<file path="config.mk">
export PLATFORM = sky130hd
export DESIGN_NAME = mux_arb2x1_flat
export DESIGN_NICKNAME = d
export VERILOG_FILES = /design/src/rtl/mux_arb2x1_if.sv /design/src/rtl/mux_arb2x1.sv /design/src/flat_wrapper.sv
export SDC_FILE = /design/constraint.sdc
export NUM_CORES = 1
export LEC_CHECK = 0
export CAP_MARGIN = 20
export CORE_AREA = 2 2 39 41
export CTS_CLUSTER_DIAMETER = 40
export CTS_CLUSTER_SIZE = 10
export DETAILED_ROUTE_END_ITERATION = 8
export DIE_AREA = 0 0 41 43
export GPL_TIMING_DRIVEN = 0
export MAX_ROUTING_LAYER = met4
export PLACE_DENSITY = 0.64
export SLEW_MARGIN = 40
export SYNTH_ARGS = -nofsm -noshare
export SYNTH_HDL_FRONTEND = slang
export SYNTH_SLANG_ARGS = --single-unit
</file>
<file path="constraint.sdc">
create_clock -name clk -period 1.3 [get_ports clk]
set_clock_uncertainty 0.05 [all_clocks]
set_input_delay 0.26 -clock clk [delete_from_list [all_inputs] [get_ports clk]]
set_output_delay 0.26 -clock clk [all_outputs]
set_load 0.02 [all_outputs]
</file>
<file path="src/rtl/mux_arb2x1_if.sv">
// mux_arb2x1_if
// Bundles the two input streams and the merged output stream of the
// 2:1 arbitrating mux into one interface.
//
// Signals
//   x0_valid / x0_data / x0_ready : input stream 0 (valid/ready handshake)
//   x1_valid / x1_data / x1_ready : input stream 1 (valid/ready handshake)
//   f_valid / f / f_ready         : merged output stream
//   s                             : source stream of the word currently in f
//
// Modports
//   slave  : the arbiter side (consumes x0/x1, produces f)
//   master : the environment side (produces x0/x1, consumes f)
interface mux_arb2x1_if #(
    parameter int N = 4
);
    logic         x0_valid;
    logic [N-1:0] x0_data;
    logic         x0_ready;
    logic         x1_valid;
    logic [N-1:0] x1_data;
    logic         x1_ready;
    logic         f_valid;
    logic [N-1:0] f;
    logic         f_ready;
    logic         s;

    modport slave (
        input  x0_valid, x0_data, x1_valid, x1_data, f_ready,
        output x0_ready, x1_ready, f_valid, f, s
    );

    modport master (
        output x0_valid, x0_data, x1_valid, x1_data, f_ready,
        input  x0_ready, x1_ready, f_valid, f, s
    );
endinterface

</file>
<file path="src/rtl/mux_arb2x1.sv">
// mux_arb2x1
// Merges two valid/ready streams into one through a single-entry output
// register. A combinational round-robin grant picks which stream feeds the
// register; ties go to the stream that was not served most recently, so two
// continuously valid streams alternate word by word.
//
// Ports
//   clk  : clock, all state updates on the rising edge
//   rst  : synchronous active-high reset
//   bus  : mux_arb2x1_if.slave carrying x0/x1 input streams, the f output
//          stream and the source select s
module mux_arb2x1 #(
    parameter int N = 4
) (
    input  logic           clk,
    input  logic           rst,
    mux_arb2x1_if.slave    bus
);

    logic         load;
    logic         grant0;
    logic         grant1;
    logic         take0;
    logic         take1;

    logic         f_valid_q, f_valid_d;
    logic [N-1:0] f_q, f_d;
    logic         s_q, s_d;
    logic         last_q, last_d;

    // Grant decision and handshake. The register can take a new word when
    // it is empty or being drained this cycle. On a tie, last_q=1 means
    // stream 1 was served last, so stream 0 wins. Nothing is accepted while
    // reset is asserted. Readys never look at either stream's data.
    always_comb begin
        load   = ~f_valid_q | bus.f_ready;
        grant0 = bus.x0_valid & (~bus.x1_valid | last_q);
        grant1 = bus.x1_valid & (~bus.x0_valid | ~last_q);
        take0  = ~rst & load & grant0;
        take1  = ~rst & load & grant1;
    end

    // Next state of the output register. A load replaces the held word in
    // the same edge as it drains, so there is no bubble. A drain without a
    // load only clears the valid flag; f and s keep their last values.
    always_comb begin
        f_valid_d = f_valid_q;
        f_d       = f_q;
        s_d       = s_q;
        last_d    = last_q;
        if (take0 | take1) begin
            f_valid_d = 1'b1;
            f_d       = take1 ? bus.x1_data : bus.x0_data;
            s_d       = take1;
            last_d    = take1;
        end else if (bus.f_ready) begin
            f_valid_d = 1'b0;
        end
    end

    // State registers. Reset discards any held word and primes last_q to 1
    // so the first tie after reset goes to stream 0.
    always_ff @(posedge clk) begin
        if (rst) begin
            f_valid_q <= 1'b0;
            f_q       <= '0;
            s_q       <= 1'b0;
            last_q    <= 1'b1;
        end else begin
            f_valid_q <= f_valid_d;
            f_q       <= f_d;
            s_q       <= s_d;
            last_q    <= last_d;
        end
    end

    assign bus.x0_ready = take0;
    assign bus.x1_ready = take1;
    assign bus.f_valid  = f_valid_q;
    assign bus.f        = f_q;
    assign bus.s        = s_q;

endmodule

</file>
<file path="src/flat_wrapper.sv">
// flat-port wrapper written by rule: the top's interface ports become plain ports
module mux_arb2x1_flat 
#(
    parameter int N = 4
)
  (clk, rst, bus_x0_valid, bus_x0_data, bus_x1_valid, bus_x1_data, bus_f_ready, bus_x0_ready, bus_x1_ready, bus_f_valid, bus_f, bus_s);
  mux_arb2x1_if #(.N(N)) bus_i ();
  input  logic clk;
  input  logic rst;
  input wire logic [$bits(bus_i.x0_valid)-1:0] bus_x0_valid;
  input wire logic [$bits(bus_i.x0_data)-1:0] bus_x0_data;
  input wire logic [$bits(bus_i.x1_valid)-1:0] bus_x1_valid;
  input wire logic [$bits(bus_i.x1_data)-1:0] bus_x1_data;
  input wire logic [$bits(bus_i.f_ready)-1:0] bus_f_ready;
  output wire logic [$bits(bus_i.x0_ready)-1:0] bus_x0_ready;
  output wire logic [$bits(bus_i.x1_ready)-1:0] bus_x1_ready;
  output wire logic [$bits(bus_i.f_valid)-1:0] bus_f_valid;
  output wire logic [$bits(bus_i.f)-1:0] bus_f;
  output wire logic [$bits(bus_i.s)-1:0] bus_s;
  assign bus_i.x0_valid = bus_x0_valid;
  assign bus_i.x0_data = bus_x0_data;
  assign bus_i.x1_valid = bus_x1_valid;
  assign bus_i.x1_data = bus_x1_data;
  assign bus_i.f_ready = bus_f_ready;
  assign bus_x0_ready = bus_i.x0_ready;
  assign bus_x1_ready = bus_i.x1_ready;
  assign bus_f_valid = bus_i.f_valid;
  assign bus_f = bus_i.f;
  assign bus_s = bus_i.s;
  mux_arb2x1 #(.N(N)) u_core (.clk(clk), .rst(rst), .bus(bus_i));
endmodule
</file>
==> Word level (Yosys, flattened, before mapping) <==
Index checks and enable logic that the tools add are counted.
{ "classes": {"reduce_logical": 1, "bitwise": 14, "mux": 3} }
{ "op_table": {"columns": ["cell", "count"], "rows": [
  ["$and A1 B1 Y1", 5],
  ["$not A1 Y1", 5],
  ["$mux W4", 1],
  ["$or A1 B1 Y1", 4],
  ["$mux W1", 2],
  ["$reduce_bool A2 Y1", 1]
]} }
{ "word_totals": {"output_inout_bits": 8, "ff_bits": 7, "word_cells": 22, "input_bits": 13} }

==> Logic depth before layout (Yosys ltp) <==
{ "logic_depth": {"word_depth": 6, "ltp_mapped": 4, "mapped_depth_nobuf": 3} }

==> Worst setup path after synthesis <==
No wires, ideal clock.
{ "synth_path": {"kind": "reg2reg", "startpoint": "register u_core.f_valid_q (netlist: u_core.bus.f_valid)", "endpoint": "register u_core.last_q", "path_stages_with_launch": 5, "required_time_ns": 1.098, "setup_slack_ns": -0.187, "setup_time_ns": 0.152, "arrival_time_ns": 1.285, "period_less_slack_ns": 1.487, "path_buffers": 1, "cell_sequence": "dfxtp_1 nor2b_1 buf_6 a2111oi_4 o221ai_1"} }
{ "synth_via": {"elab_chain_cells": 5, "elab_cells_between_ends": 6, "classes_between": "bitwise: 6"} }
{ "synth_rtl": {"columns": ["element", "line_no", "rtl"], "rows": [
  ["from (decl)", "mux_arb2x1.sv:26", "logic f_valid_q, f_valid_d;"],
  ["from (signal assigned)", "mux_arb2x1.sv:70", "f_valid_q <= f_valid_d;"],
  ["$not A1 Y1", "mux_arb2x1.sv:36", "load = ~f_valid_q | bus.f_ready;"],
  ["$or A1 B1 Y1", "mux_arb2x1.sv:36", null],
  ["$and A1 B1 Y1 (2 in a row)", "mux_arb2x1.sv:39", "take0 = ~rst & load & grant0;"],
  ["via bus_x0_ready", "flat_wrapper.sv:15", "output wire logic [$bits(bus_i.x0_ready)-1:0] bus_x0_ready;"],
  ["$or A1 B1 Y1", "mux_arb2x1.sv:51", "if (take0 | take1) begin"],
  ["to (signal assigned)", "mux_arb2x1.sv:73", "last_q <= last_d;"],
  ["to (decl)", "mux_arb2x1.sv:29", "logic last_q, last_d;"]
]} }
The timed path passes the listed nets, and every way through them passes these cells.
A chain may end at the register's enable or synchronous reset.

==> Worst setup path in the final report <==
{ "layout_path": {"startpoint": "register u_core.f_valid_q (netlist: u_core.bus.f_valid)", "endpoint": "output bus_x0_ready"} }
{ "layout_via": {"elab_chain_cells": 4} }
{ "layout_rtl": {"columns": ["element", "line_no"], "rows": [
  ["$not A1 Y1", "mux_arb2x1.sv:36"],
  ["$or A1 B1 Y1", "mux_arb2x1.sv:36"],
  ["$and A1 B1 Y1 (2 in a row)", "mux_arb2x1.sv:39"],
  ["to (decl)", "flat_wrapper.sv:15"]
]} }
No other way between the ends.

==> results.json <==
{
  "dpl-instance-area_sq_um": 639,
  "cts-root-buf": "clkbuf_4",
  "setup_viol": 2,
  "vias": 445,
  "netlist_top_cells_area": "dfxtp_1 34%, a311oi_1 8.6%, o31ai_1 7.4%",
  "worstPathCellList": "nor2b_4, a2111oi_4, buf_4",
  "crit_slowest_cell": "dfxtp_4",
  "ys_seq_elements": 7,
  "status": "finished with violations",
  "dieHeight_um": 43,
  "ys.flop_type": "dfxtp_1",
  "synth-warning-count": 0,
  "fin_cells": 84,
  "tightest_slew_ns": 0.300,
  "synth_top_area_share": 0.344,
  "drc": 0,
  "min_period_ns": 1.45,
  "final_core_util": 0.496,
  "syn_area_per_cell_sq_um": 9.71,
  "worst-endpoint-required_ns": 0.99,
  "antenna_cells": 0,
  "dr.pass1.iters": 4,
  "grt_pass1_vias": 384,
  "dp.cells": 78,
  "clock.fmax_mhz": 689,
  "clockBufferDepth": 2,
  "cap_violations": 0,
  "die-area_sq_mm": 0.00176,
  "synth_compound_area_frac": 0.411,
  "max-slew-margin-rel": 0.799,
  "drt-vias-per-instance": 5.30,
  "routed_wirelength_um": 1090,
  "grt_max_degree": 11,
  "power_density_mw_per_mm2": 912,
  "drt-initial-drc-count": 14,
  "cts_tree": "yes",
  "irDropWorstVdd_mv": 0.466,
  "layout.area.seq_sq_um": 145,
  "hold_viol_final": 0,
  "rsz0062_at_grt": "true",
  "grt_remaining_overflow": 0,
  "crit_family": "flip-flops",
  "p_leak_nw": 0.273,
  "violations": "setup timing",
  "synth_area_sq_um": 408,
  "cts_made_buffers": 3,
  "critPathBufInv": 1,
  "yosys.area_share.simple": 0.166,
  "area_growth_pct": 68.4,
  "routedWlPerCell_um": 13.0,
  "synthAdderAreaFrac": 0,
  "syn_inst": 42,
  "placement.io_buffers": 20,
  "period_share": 1.12,
  "worstPathArrival_ns": 1.14,
  "synth_top_family_by_area": "compound AO/OA/AOI/OAI gates",
  "yosysMostFrequentCell": "dfxtp_1",
  "synth_seq_area_share": 0.344,
  "antenna_found_initial": 0,
  "postCtsHoldBufs": 0,
  "maxSlewViolCount": 0,
  "yosys.cell_types.count": 22,
  "grt_pass1_wl_um": 1640,
  "multi_input_area_sq_um": 254,
  "drive_gt1_frac": 0.324,
  "ant_nets": 0,
  "worst-setup-path-type": "reg2out",
  "yosys.area.top_type": "dfxtp_1",
  "start_util": 0.295,
  "async_flop_share": 0,
  "fillers": 145,
  "htree_levels": 1,
  "synthXorXnorAreaFrac": 0,
  "crit_fanout": 3,
  "grt_usage": 0.144,
  "insertion_delay_ns": 0.25,
  "cts_sinks": 7,
  "gp_congestion": 0.771,
  "syn-num-nets": 55,
  "worst_setup_path_end_kind": "output pin",
  "synthMuxAreaShare": 0,
  "coreArea_sq_mm": 0.00138,
  "start_kind": "flop",
  "fin_ws_ns": -0.151,
  "rows": 14,
  "clkTransAtPathRegs_ns": 0.06,
  "stdcell_area_sq_um": 687,
  "finalNetCount": 82,
  "fp.dieW_um": 41,
  "critPathMaxStageDelay_ns": 0.34,
  "synth-edff-count": 0,
  "hold_class": "reg2reg",
  "synthTopCellsByCount": "7 x dfxtp_1, 4 x a311oi_1, 4 x a31oi_1, 4 x nand4_1, 4 x o31ai_1",
  "dp_hpwl_um": 818,
  "ioPinCount": 21
}
==> report_power, final <==
part | total, mW | internal (mW) | leakage (nW) | switching, mW
logic | 0.186 | 0.0924 | 0.200 | 0.0939
clock network | 0.199 | 0.117 | 0.0150 | 0.0821
registers | 0.240 | 0.232 | 0.0580 | 0.00866
==> metal layers <==
layer,vias to the layer above,global-route usage,routed length (um)
li1,223,-,-
met1,205,0.153,481
met2,15,0.222,521
met3,2,0.0314,67
met4,0,0.100,19
met5,-,-,0
==> timing repair <==
item	4_1_cts	5_1_grt
pin swaps	1	1
setup buffers	3	0
endpoints found under the setup margin	14	3
endpoints found under the hold margin	0	0
resized for setup	29	2
==> area by class of cell <==
type	count	area share
Multi-Input combinational cell	29	0.370
Timing Repair Buffer	23	0.311
Sequential cell	7	0.211
Clock buffer	4	0.0383
Tap cell	16	0.0291
Buffer	2	0.0237
Inverter	3	0.0164
==> registers in the layout, summed over array words and instances, names as in the netlist <==
register            count
u_core.bus.f_valid      1
u_core.bus.f            4
u_core.bus.s            1
u_core.last_q           1
==> worst min-delay path, cell delays in order (launching register included) <==
cell and delay [ns]:
dfxtp_1 0.30, nand2_1 0.06, o21bai_1 0.06
==> metrics by stage <==
step	power (mW)	hold WS, ns	worst slack (ns)	TNS (ns)
finish	0.626	0.414	-0.151	-0.274
detailed placement	0.435	0.412	-0.999	-4.44
global placement	0.434	0.400	-1.01	-4.55
CTS	0.636	0.417	-0.160	-0.307
floorplan	0.342	0.376	-0.149	-0.355
global route	0.665	0.437	-0.237	-0.433
==> kinds of logic (layout without fill, tap and decap cells) <==
| logic type | Yosys count | in the layout |
|---|---|---|
| AO/OA/AOI/OAI | 18 | 18 |
| flip-flops | 7 | 7 |
| AND/OR/NAND/NOR | 11 | 11 |
| buffers and inverters | 6 | 32 |
==> layout by cell type, fill, tap and decap left out <==
cell type,Yosys,routed
a311oi_1,4,4
clkbuf_4,0,3
a21boi_4,1,1
inv_1,2,1
nor2b_4,0,1
nand2_1,1,1
buf_4,0,4
nor3_2,1,1
dfxtp_1,7,5
a31oi_1,4,4
nor3_4,0,1
o21bai_1,1,1
dfxtp_2,0,1
buf_6,1,2
dlygate4sd2_1,0,8
clkinv_1,1,1
a21bo_2,1,1
or2_2,1,1
dfxtp_4,0,1
clkdlybuf4s15_2,0,2
or2b_1,1,1
buf_2,2,1
nand4_1,4,4
clkdlybuf4s50_1,0,8
o221ai_1,1,1
a21oi_1,1,1
o31ai_1,4,4
inv_2,0,1
a2111oi_4,1,1
nor2_1,1,1
clkbuf_1,0,1
==> final timing paths <==
path	startpoint	endpoint	slack, ns	depth (start not counted)
max reg2reg	u_core.bus.f_valid	u_core.bus.f[0]	0.06	4
min reg2reg	u_core.bus.s	u_core.bus.s	0.41	2
min	u_core.bus.s	u_core.bus.s	0.41	2
max	u_core.bus.f_valid	bus_x0_ready	-0.15	3
(Power assumes the default switching activity.)
